`config.mk`:
```
export PLATFORM = sky130hd
export DESIGN_NAME = qam_mapper_flat
export DESIGN_NICKNAME = d
export VERILOG_FILES = /design/src/rtl/qam_mapper_if.sv /design/src/rtl/qam_mapper.sv /design/src/flat_wrapper.sv
export SDC_FILE = /design/constraint.sdc
export NUM_CORES = 1
export LEC_CHECK = 0
export CORE_MARGIN = 5
export CORE_UTILIZATION = 45
export DETAILED_ROUTE_END_ITERATION = 8
export PLACE_DENSITY = 0.67
export SLEW_MARGIN = 20
export SYNTH_ARGS = -nofsm -noshare
export SYNTH_HDL_FRONTEND = slang
export SYNTH_SLANG_ARGS = --single-unit
```
`constraint.sdc`:
```
create_clock -name clk -period 2.97 [get_ports clk]
set_input_delay 0.297 -clock clk [delete_from_list [all_inputs] [get_ports clk]]
set_output_delay 0.297 -clock clk [all_outputs]
set_load 0.05 [all_outputs]
```
`src/rtl/qam_mapper_if.sv`:
```
// qam_mapper bus: serial coded bits in,
// Gray-mapped I/Q points out.
interface qam_mapper_if #(
  parameter int WIDTH = 4
);
  logic                    in_bit;
  logic                    in_valid;
  logic [1:0]              mode;
  logic signed [WIDTH-1:0] out_i;
  logic signed [WIDTH-1:0] out_q;
  logic                    out_valid;

  modport master (
    output in_bit, in_valid, mode,
    input  out_i, out_q, out_valid
  );

  modport slave (
    input  in_bit, in_valid, mode,
    output out_i, out_q, out_valid
  );
endinterface

```
`src/rtl/qam_mapper.sv`:
```
// qam_mapper: groups 1/2/4/6 coded bits and
// emits one 802.11a Gray-coded I/Q point.
module qam_mapper #(
  parameter int WIDTH = 4
) (
  input  logic         clk,
  input  logic         rst,
  qam_mapper_if.slave  bus
);

  logic [2:0] cnt;
  logic [5:0] sreg;
  logic [1:0] mode_q;

  logic [1:0] eff_mode;
  logic [5:0] grp;
  logic       last;
  logic signed [3:0] lvl_i;
  logic signed [3:0] lvl_q;

  function automatic logic signed [3:0] g2(
    input logic b
  );
    return b ? 4'sd1 : -4'sd1;
  endfunction

  function automatic logic signed [3:0] g4(
    input logic [1:0] b
  );
    logic signed [3:0] r;
    unique case (b)
      2'b00: r = -4'sd3;
      2'b01: r = -4'sd1;
      2'b11: r = 4'sd1;
      2'b10: r = 4'sd3;
    endcase
    return r;
  endfunction

  function automatic logic signed [3:0] g8(
    input logic [2:0] b
  );
    logic signed [3:0] r;
    unique case (b)
      3'b000: r = -4'sd7;
      3'b001: r = -4'sd5;
      3'b011: r = -4'sd3;
      3'b010: r = -4'sd1;
      3'b110: r = 4'sd1;
      3'b111: r = 4'sd3;
      3'b101: r = 4'sd5;
      3'b100: r = 4'sd7;
    endcase
    return r;
  endfunction

  // mode is taken fresh only on a group's first bit
  always_comb begin
    eff_mode = (cnt == 3'd0) ? bus.mode : mode_q;
    grp = sreg;
    for (int k = 0; k < 6; k++)
      if (cnt == 3'(k)) grp[k] = bus.in_bit;
    last = 1'b0;
    lvl_i = '0;
    lvl_q = '0;
    unique case (eff_mode)
      2'b00: begin
        last  = (cnt == 3'd0);
        lvl_i = g2(grp[0]);
      end
      2'b01: begin
        last  = (cnt == 3'd1);
        lvl_i = g2(grp[0]);
        lvl_q = g2(grp[1]);
      end
      2'b10: begin
        last  = (cnt == 3'd3);
        lvl_i = g4({grp[0], grp[1]});
        lvl_q = g4({grp[2], grp[3]});
      end
      2'b11: begin
        last  = (cnt == 3'd5);
        lvl_i = g8({grp[0], grp[1], grp[2]});
        lvl_q = g8({grp[3], grp[4], grp[5]});
      end
    endcase
  end

  // collect bits; register the point on the last one
  always_ff @(posedge clk) begin
    if (rst) begin
      cnt           <= '0;
      sreg          <= '0;
      mode_q        <= 2'b00;
      bus.out_i     <= '0;
      bus.out_q     <= '0;
      bus.out_valid <= 1'b0;
    end else begin
      bus.out_valid <= 1'b0;
      if (bus.in_valid) begin
        if (cnt == 3'd0) mode_q <= bus.mode;
        if (last) begin
          cnt           <= '0;
          sreg          <= '0;
          bus.out_i     <= WIDTH'(lvl_i);
          bus.out_q     <= WIDTH'(lvl_q);
          bus.out_valid <= 1'b1;
        end else begin
          cnt  <= cnt + 3'd1;
          sreg <= grp;
        end
      end
    end
  end

endmodule

```
`src/flat_wrapper.sv`:
```
// flat-port wrapper written by rule: the top's interface ports become plain ports
module qam_mapper_flat 
#(
  parameter int WIDTH = 4
)
  (clk, rst, bus_in_bit, bus_in_valid, bus_mode, bus_out_i, bus_out_q, bus_out_valid);
  qam_mapper_if #(.WIDTH(WIDTH)) bus_i ();
  input  logic clk;
  input  logic rst;
  input wire logic [$bits(bus_i.in_bit)-1:0] bus_in_bit;
  input wire logic [$bits(bus_i.in_valid)-1:0] bus_in_valid;
  input wire logic [$bits(bus_i.mode)-1:0] bus_mode;
  output wire logic [$bits(bus_i.out_i)-1:0] bus_out_i;
  output wire logic [$bits(bus_i.out_q)-1:0] bus_out_q;
  output wire logic [$bits(bus_i.out_valid)-1:0] bus_out_valid;
  assign bus_i.in_bit = bus_in_bit;
  assign bus_i.in_valid = bus_in_valid;
  assign bus_i.mode = bus_mode;
  assign bus_out_i = bus_i.out_i;
  assign bus_out_q = bus_i.out_q;
  assign bus_out_valid = bus_i.out_valid;
  qam_mapper #(.WIDTH(WIDTH)) u_core (.clk(clk), .rst(rst), .bus(bus_i));
endmodule
```
Word-level counts from Yosys, hierarchy flattened --
Memories as Yosys holds them, arrays and structs flattened. Index checks and enable logic that the tools add are counted.
Storage, ports and cells: input port bits 6, flip-flop bits (word level) 20, memories 2, memory bits (read-only) 48
Operators by class: add/subtract/negate cells 1, equality and inequality tests 14, reduce and logical (&&, ||, !) cells 7, bitwise operators 1, multiplexer cells 17
Memories:
- (no name shown) | words 8, width 3, read ports 1, clocked after memory_dff 0, write ports 0, line qam_mapper.sv:44 | unique case (b)
- (no name shown) | words 8, width 3, read ports 1, clocked after memory_dff 0, write ports 0, line qam_mapper.sv:44
Operators by type and width (number):
- 4-bit case mux with 4 select lines | 2
- 4-bit case mux with 3 select lines | 2
- 2-bit == test (second input constant) | 6
- 4-bit 2-to-1 mux | 2
- 1-bit 2-to-1 mux | 7
- 2-bit by 1-bit == test with 1-bit output (second input constant) | 3
- 3-bit by 2-bit == test with 1-bit output (second input constant) | 2
- 3-bit == test (second input constant) | 2
- 2-bit zero test | 3
- 6-bit 2-to-1 mux | 1
- 1-bit case mux with 4 select lines | 1
- 2-bit OR reduction | 2
- 3-bit by 1-bit adder with 3-bit output (second input constant) | 1
- 3-bit by 1-bit == test with 1-bit output (second input constant) | 1
- 3-bit zero test | 1
- 3-bit 2-to-1 mux | 1
- 2-bit 2-to-1 mux | 1
- 2-bit AND reduction | 1
- 1-bit NOT | 1

Longest topological paths before layout --
word-level depth 5, mapped depth 10

Least setup slack after synthesis --
No wires, ideal clock.
path type reg-to-reg, start reg u_core.cnt[0], end reg u_core.bus.out_q[1], setup time 117 ps, buffers on the path 1, period minus slack after synthesis 2111 ps, cell stages (with the launch flop) 10, slack 859 ps, arrival time 1994 ps, cell sequence dfxtp_1 > inv_1 > ha_1 > nor2b_4 > buf_6 > mux2i_4 > o21ai_2 > a211oi_4 > nor2_2 > a22o_1
Between the ends: word-level cells in the longest chain between the ends 5, elaborated cells between the ends (all ways) 26, classes of those cells eq/ne: 11; mux: 10; reduce/logical: 4; memory: 1
RTL lines:
- start: declaration | line qam_mapper.sv:11 | logic [2:0] cnt;
- start signal: assignment | line qam_mapper.sv:109 | cnt <= cnt + 3'd1;
- 3-bit by 2-bit == test with 1-bit output (tied with other cells) | line qam_mapper.sv:62, qam_mapper.sv:77
- 1-bit 2-to-1 mux or 2-bit 2-to-1 mux (tied branches)
- 2-bit == test (tied with other cells) | line qam_mapper.sv:31 | unique case (b)
- 4-bit case mux with 4 select lines or 1-bit case mux with 4 select lines (tied branches) | line qam_mapper.sv:31, qam_mapper.sv:66
- 4-bit case mux with 3 select lines or 2-bit AND reduction (tied branches)
- end signal: assignment | line qam_mapper.sv:106 | bus.out_q <= WIDTH'(lvl_q);
- end: declaration | line qam_mapper_if.sv:20 | output out_i, out_q, out_valid
Parallel ways exist; a longest one is shown, timed or not. The select of a mux whose other input is x is not followed. A chain may end at the register's enable or synchronous reset.

Final worst setup path --
Same ends and word-level chain as after synthesis.

==> run metrics <==
core area=2500 um^2; vias per cell=5.43; share of the synthesized area in the top cell type=33.6%; fin nets=158; first-pass GRT wire length=4360 um; Post-CTS Hold Buffers=0; outcome=complete, no violations; worst path required time=3.19 ns; CTS sink cnt=20; clock network latency to the later pin of the worst-skew pair=0.31 ns; critical path arrival=2.71 ns; RSZ-0062 raised after global routing=false; count leader, synth=dfxtp_1; Final Max Slew Viols=0; post-CTS sizing=0; Antenna diodes=0; Die W=61.4 um; Total Wirelength=2550 um; fmax=402 MHz; number of synthesis warnings=0; final setup vio count=0; CTS Buf Count=3; kind of critical path=register to register; Lkg Pwr=0.566 nW; DR pass1 iterations=4; FFs w/ async S/R, synth=0%; Relative slew margins=65.5%; port bufs=14; number of flops mapped to enable cells by yosys=0; # IOs=15; ranking of synthesized cells by area=dfxtp_1, mux2i_1, ha_1, xor2_1, nor2_1; share of layout cells above drive strength 1=11.6%; Hold Crit Class=register to register; placed cells=172; Critical Path Source Type=register; RD Place Congestion=0.801; CP max FO=8; remaining global-route overflow=0; Final min period=2.49 ns; Worst-path clk slew=0.12 ns; setup tns final=0 ns; max cap viols=0; Tcrit/Tclk final=83.8%; full die area=3770 um^2; clk root buf=clkbuf_4; DP HPWL=1880 um; Cell Rows=18; post-synthesis register bit count=20; synth cell count leaders=dfxtp_1, nor2_1, nand2_1, o21ai_0, mux2i_1; synthesized net count=143; syn avg cell area=9.01 um^2; cell taking the most area after synthesis=dfxtp_1; Unique masters post-synth=38; largest net degree at the start of global routing=13; total number of vias=956; Tightest Pin Transition=0.516 ns; WL per Instance=14.5 um; sequential area share after synthesis=33.6%; initial antenna violation count=0; DRT iter0 DRCs=39; DRC viols=0; post-route ant nets=0; maximum vdd ir drop=319 uV; gr usage total=15.6%; synth-to-layout area growth=17.1%; PD cells=531 nW/um^2; Die H=61.4 um; CTS max path bufs=2; Worst Setup End Kind=register; Fin. Hold Viols=0; Clock Skew=0.000541 ns; Post-Synthesis Cells=132; synthesized area=1190 um^2; H-tree depth=1; final std cells w/o fill=176; CTS tree=done; initial cell density of the core=47.6%; Post-CTS Setup Bufs=0; vias in the first global route=965; dominant synthesized flop cell=dfxtp_1
-- final cells by class --
class | count | area (um^2)
clock buffer | 3 | 22.5
inverter | 5 | 18.8
multi-input combinational | 101 | 729
clock inverter | 1 | 30.0
tap | 30 | 37.5
fill | 236 | 1110
timing repair buffer | 16 | 155
sequential | 20 | 400
-- logic make-up (layout without fill, tap and decap cells) --
family,Yosys count,in the layout,share of synthesized area (%)
AND/OR/NAND/NOR,46,46,19.3
AO/OA/AOI/OAI,32,32,21.2
flip-flops,20,20,33.6
buffers and inverters,11,25,5.05
multiplexers,10,10,9.57
XOR/XNOR,8,8,5.89
adder cells (fa/ha/maj),5,5,5.26
-- state kept, by name, summed over array words and instances (netlist names) --
register / count
u_core.bus.out_q: 4
u_core.bus.out_i: 4
u_core.sreg: 6
u_core.bus.out_valid: 1
u_core.mode_q: 2
u_core.cnt: 3
-- metrics by stage --
step	hold WS, ns	total power, W	util (%)	setup slack (ns)	cell area [um^2]
after detailed placement	0.447	0.000517	53.7	0.506	1340
after global placement	0.435	0.000513	53.7	0.551	1340
after floorplan	0.424	0.000467	-	0.859	1190
after CTS	0.476	0.000746	55.8	0.491	1390
after global routing	0.524	0.000780	55.8	0.369	1390
final	0.471	0.000740	55.8	0.480	1390
-- layout by cell type (no fill, tap or decap), types with 2 or more instances in the layout --
cell type	netlist	final
a211oi_1	4	4
a21o_1	2	2
a21oi_1	3	3
a22o_1	3	3
buf_4	0	2
clkbuf_4	0	3
clkdlybuf4s50_1	0	14
dfxtp_1	20	20
ha_1	5	5
inv_1	5	5
mux2i_1	8	8
nand2_1	11	11
nand2b_1	5	5
nand3_1	6	6
nor2_1	15	15
o21ai_0	10	10
o21ai_2	2	2
xor2_1	7	7
-- worst max-delay path: stages (launching register included) --
cell      delay, ns
dfxtp_1        0.37
inv_1          0.11
ha_1           0.24
nor2b_4        0.31
mux2i_4        0.40
o21ai_2        0.12
a211oi_4       0.50
nor2_2         0.11
a22o_1         0.24
-- path summary, 6_finish.rpt --
check,startpoint,to,slack (ns),depth (start not counted)
setup reg to reg,u_core.cnt[0],u_core.bus.out_q[1],0.48,8
setup / recovery,u_core.cnt[0],u_core.bus.out_q[1],0.48,8
hold reg to reg,u_core.sreg[5],u_core.sreg[5],0.47,2
hold / removal,u_core.sreg[5],u_core.sreg[5],0.47,2
-- report_power, final --
group | switching (W) | internal [W]
clock | 0.0000924 | 0.000137
sequential | 0.0000122 | 0.000285
combinational | 0.000132 | 0.0000822
-- per-layer routing --
layer,GRT usage (%),up-vias,routed length [um]
met2,24.9,12,1190
met5,0,-,0
li1,-,486,-
met1,21.0,453,1240
met3,2.52,5,78
met4,6.36,0,41
(Power assumes the default switching activity.)
==> RTL edit 1, RTL diff (same settings) <==
`WIDTH` is set to 4 in 3 places; all go to 5.
--- a/src/rtl/qam_mapper_if.sv
+++ b/src/rtl/qam_mapper_if.sv
@@ -1,7 +1,7 @@
 // qam_mapper bus: serial coded bits in,
 // Gray-mapped I/Q points out.
 interface qam_mapper_if #(
-  parameter int WIDTH = 4
+  parameter int WIDTH = 5
 );
   logic                    in_bit;
   logic                    in_valid;
--- a/src/rtl/qam_mapper.sv
+++ b/src/rtl/qam_mapper.sv
@@ -1,7 +1,7 @@
 // qam_mapper: groups 1/2/4/6 coded bits and
 // emits one 802.11a Gray-coded I/Q point.
 module qam_mapper #(
-  parameter int WIDTH = 4
+  parameter int WIDTH = 5
 ) (
   input  logic         clk,
   input  logic         rst,
--- a/src/flat_wrapper.sv
+++ b/src/flat_wrapper.sv
@@ -1,7 +1,7 @@
 // flat-port wrapper written by rule: the top's interface ports become plain ports
 module qam_mapper_flat 
 #(
-  parameter int WIDTH = 4
+  parameter int WIDTH = 5
 )
   (clk, rst, bus_in_bit, bus_in_valid, bus_mode, bus_out_i, bus_out_q, bus_out_valid);
   qam_mapper_if #(.WIDTH(WIDTH)) bus_i ();
Ports: changed (resized bus_out_i and bus_out_q); port bits go from 15 to 17. No check against the original RTL was run, so the function may have changed too.
==> RTL edit 1 against the unedited design <==
Design area is 1.4% higher. Utilization increased by 0.30 points. Maximum frequency is 0.69% higher. Non-clock buffer count up 2. Synthesized area is 1.3% higher. Worst setup slack gained 0.017 ns. Clock power down 3%. Power is 0.27% higher. Via count shrank 1.2%. Routed wire length fell by 0.39%. Global-route usage rose by 0.21 points. Sequential cell count stayed put. Largest power group unchanged. Highest routed layer unchanged.
==> RTL edit 1: results (changes against the unedited design) <==
* Fmax at 0.4044 GHz (+0.69%)
* Pre-CTS setup slack at 0.5090 ns (+0.002764 ns)
* CP endpoint: u_core.bus.out_q[1]$_SDFFE_PP0P_
* Initial antenna violation count at 0 (unchanged)
* Via count of the routed design at 945 (-1.2%)
* Post-Syn Nets at 145 (+1.4%)
* Min Hold Slack at 0.4705 ns (-0.0007840 ns)
* Power Clock at 221 µW (-3%)
* GRT Total Usage at 0.1583 (+0.002080)
* Hold crit path type: reg -> reg
* Pwr Total at 742.0 µW (+0.27%)
* Max_slew headroom at 0.6766 (+0.02169)
* Layout cells sized above 1 at 0.1149 (-0.001573)
* Worst Skew at 0.005779 ns (+0.005238 ns)
* Synth unique cells at 39 (+2.6%)
* Mean Syn Cell Area at 8.992 µm² (-0.25%)
* Vias per Instance at 5.309 (-2.3%)
* Crit path largest cell delay at 0.49 ns
* Critical Path Slowest Stage Cell: a211oi_4
* Status: completed
* Synth area leaders: dfxtp_1 (33%), mux2i_1 (6.6%), ha_1 (5.2%)
* Dpl cell area at 1361 µm² (+1.5%)
* Placed Instances at 174 (+1.2%)
* Gate power share at 0.302 (+0.012)
* DP Wirelength at 1913 µm (+1.5%)
* Compound-Gate Fraction of Synth Area at 0.2098 (-0.002647)
* Pleak at 0.0005733 µW (+1.2%)
* Post-Synth Adder-Cell Area at 0.05192 (-0.0006552)
* Critical path arrival at 2.69 ns (-0.02 ns)
* R2r endpoint: u_core.bus.out_q[1]$_SDFFE_PP0P_
* Worst reg2reg path startpoint: u_core.cnt[0]$_SDFFE_PP0P_
* GPL Wtd Cong at 0.8529 (+6.5%)
* Crit-path max FO at 8 (unchanged)
* Hold Path Cell Cnt at 1 (-1)
* Switching part of the total at 0.3180 (-0.001656)
* Post-synthesis mux area share at 0.09450 (-0.001192)
* R2R depth at 8 (unchanged)
* Biggest regs: u_core.sreg (6), u_core.bus.out_i (4), u_core.bus.out_q (4)
* Inserted Clock Buffers at 3 (unchanged)
* Hold endpoint: u_core.bus.out_q[0]$_SDFFE_PP0P_
* Iter 0 DRT Violations at 31 (-21%)
* H-tree levels at 1 (unchanged)
* First-pass GRT wire length at 4416 µm (+1.3%)
* PortBufs at 16 (+2)
* Register-to-register setup slack at 0.50 ns (+0.02 ns)
* Cts hold-fix bufs at 0 (unchanged)
* Max VDD drop at 0.3555 mV (+11%)
* Fin nets at 160 (+1.3%)
* XOR/XNOR share of the synthesized area at 0.05815 (-0.0007338)
* Hold Crit Start: u_core.bus.out_q[0]$_SDFFE_PP0P_
* Root buffer cell: clkbuf_4
* Routed WL at 2535 µm (-0.39%)
* Seq/Total Area, Yosys at 0.3323 (-0.004193)
[RTL edit 1: cell count changes after synthesis, sizes merged]
cell / unedited run / this run
buf: 5 / 7
[RTL edit 1: area by class of cell]
class / count / area [µm²]
inverter: 5 / 18.77
multi-input combinational: 101 / 729.5
timing repair buffer: 18 / 175.2
sequential: 20 / 400.4
clock inverter: 1 / 30.03
clock buffer: 3 / 22.52
fill: 225 / 1109
tap: 30 / 37.54
[RTL edit 1: worst max-delay path: cells and delay by family (launching register included)]
family          cells  cell delay (ns)
flops               1             0.36
mux                 1             0.41
simple gates        2             0.42
buf+inv             1             0.11
compound gates      3             0.85
fa+ha+maj           1             0.24
[RTL edit 1: layer usage]
layer,vias to the layer above,GRT usage,share of wire
li1,491,-,-
met1,429,0.2035,0.45
met2,21,0.2616,0.48
met3,4,0.02893,0.056
met4,0,0.06364,0.011
met5,-,0,0
==> RTL edit 2, RTL diff (config.mk and constraints unchanged) <==
Without the edit above. Make the reset (`rst`) asynchronous in one clocked block.
--- a/src/rtl/qam_mapper.sv
+++ b/src/rtl/qam_mapper.sv
@@ -87,7 +87,7 @@
   end
 
   // collect bits; register the point on the last one
-  always_ff @(posedge clk) begin
+  always_ff @(posedge clk or posedge rst) begin
     if (rst) begin
       cnt           <= '0;
       sreg          <= '0;
Formal check against the unedited RTL: differs if rst is asserted again (counterexample within 4 cycles, from zero or initial values and one cycle with rst high); with rst held inactive, the same outputs for 10 cycles.
==> RTL edit 2 against the unedited design <==
Sequential share of layout area rose by 6.1 points. Sequential cell count did not move. Worst setup slack improved by 0.093 ns. Synthesized area rose by 2.2%. Routed wire length fell by 11%. Design area rose by 3.1%. Highest routed layer unchanged. Critical path type unchanged. Synthesized cell count fell by 9.8%. Worst hold slack got worse by 0.073 ns.
Power is not compared: it rests on default switching activity, and its combinational part moved more than twofold at a synthesized area within 25%.
==> RTL edit 2: results (changes against the unedited design) <==
* Status: completed
* Layout cells sized above 1 at 0.1642 (+0.04774)
* Vias in the first global route at 873 (-9.5%)
* Post-Syn Nets at 130 (-9.1%)
* First-pass GRT wire length at 3919 µm (-10%)
* Inserted Clock Buffers at 3 (unchanged)
* Max VDD drop at 0.7450 mV
* GRT Total Usage at 0.1381 (-0.01810)
* Largest net degree at the start of global routing at 23 (+10)
* Synth unique cells at 35 (-7.9%)
* Pleak at around 0.00065 µW
* Top cells by count, synth: dfrtp_1 (20), mux2_2 (10), mux2i_1 (8), nor2_1 (8), xor2_1 (8)
* Crit-path max FO at 12 (+4)
* Finished Layout Cells at 164 (-6.8%)
* Fin nets at 146 (-7.6%)
* Worst Setup SP: u_core.cnt[0]$_DFFE_PP0P_
* Routed WL at 2271 µm (-11%)
* Iter 0 DRT Violations at 18 (-54%)
* DR pass1 iterations at 4 (unchanged)
* Biggest regs: u_core.sreg (6), u_core.bus.out_i (4), u_core.bus.out_q (4)
* Clk Latency, worst-skew pair at 0.30 ns
* PortBufs at 14 (unchanged)
* Root buffer cell: clkbuf_4
* GPL Wtd Cong at 0.8127 (+1.5%)
* Fillers at 229 (-3.0%)
* # resized after CTS at 0 (unchanged)
* Via count of the routed design at 889 (-7.0%)
* Mean Syn Cell Area at 10.22 µm² (+13%)
* H-tree levels at 1 (unchanged)
* Final setup vio count at 0 (unchanged)
* Max clock buf depth at 2 (unchanged)
* Slew @ Worst Pin at 0.7264 ns (+0.2106 ns)
* Critical path arrival at 2.59 ns (-0.12 ns)
* Initial antenna violation count at 0 (unchanged)
* Post-CTS setup buffer count at 0 (unchanged)
* Synth area leaders: dfrtp_1 (41%), mux2_2 (9.3%), mux2i_1 (6.6%)
* Seq/Total Area, Yosys at 0.4115 (+0.07503)
* Post-synth ARST share at 1.000 (+1.000)
* N_diodes at 0 (unchanged)
* Synth warnings at 0 (unchanged)
* Worst Skew at 0.007129 ns (+0.006588 ns)
* Clk slew on worst S/H paths at 0.12 ns (about the same)
* Hold crit path type: in -> async
* DP Wirelength at 1674 µm (-11%)
-- RTL edit 2: cells by family (layout without fill, tap and decap cells) --
group                      after synthesis  after routing  share of synthesized area
AOI/OAI and AO/OA                       25             25                     0.1296
xor gates and xnor gates                 8              8                    0.05762
adders and majority gates                5              5                    0.05144
buffers and inverters                   12             27                    0.04836
DFF                                     20             20                     0.4115
muxes                                   19             19                     0.1677
and+or+nand+nor                         30             30                     0.1337
-- RTL edit 2: per-stage QoR --
step                      setup slack, ns  total power, µW  utilization  area (µm²)
after global routing               0.4203             1877       0.5694        1436
after global placement             0.6901             1503       0.5486        1384
after detailed placement           0.6000             1527       0.5486        1384
after CTS                          0.5771             1758       0.5694        1436
after floorplan                    0.9238             1272            -        1216
final                              0.5728             1742       0.5694        1436
-- RTL edit 2: path summary, 6_finish.rpt --
kind	cells past startpoint	slack, ns	end
worst max-delay path	9	0.57	u_core.bus.out_i[1]$_DFFE_PP0P_
worst min-delay path	2	0.40	u_core.sreg[2]$_DFFE_PP0P_
worst max register to register	9	0.57	u_core.bus.out_i[1]$_DFFE_PP0P_
worst min register to register	1	0.49	u_core.bus.out_i[0]$_DFFE_PP0P_
max in group asynchronous	2	2.11	u_core.bus.out_q[1]$_DFFE_PP0P_
min in group clk	1	0.49	u_core.bus.out_i[0]$_DFFE_PP0P_
-- RTL edit 2: per-layer routing --
metal | wire, µm | up-vias | track usage
li1 | - | 446 | -
met1 | 1087 | 429 | 0.1836
met2 | 1096 | 12 | 0.2234
met3 | 65 | 2 | 0.03719
met4 | 22 | 0 | 0.03333
met5 | 0 | - | 0
-- RTL edit 2: power breakdown --
group / switching, µW / internal, µW
sequential: 83.6 / 385
combinational: 605 / 446
clock: 86.1 / 136
-- RTL edit 2: worst max-delay path: stages (launching register included) --
cell and delay (ns):
dfrtp_1 0.42, inv_1 0.12, ha_1 0.23, nor2b_4 0.23, mux2i_1 0.20, buf_4 0.19, o21ai_1 0.12, a21oi_4 0.27
nand2_2 0.17, mux2_1 0.34
-- RTL edit 2: final cells by class --
type | instances | area [µm²] | share of cell area
Clock inverter | 1 | 30.03 | 0.02091
Clock buffer | 3 | 22.52 | 0.01568
Multi-Input combinational cell | 87 | 656.9 | 0.4573
Inverter | 5 | 18.77 | 0.01307
Sequential cell | 20 | 500.5 | 0.3484
Tap cell | 30 | 37.54 | 0.02613
Timing Repair Buffer | 18 | 170.2 | 0.1185
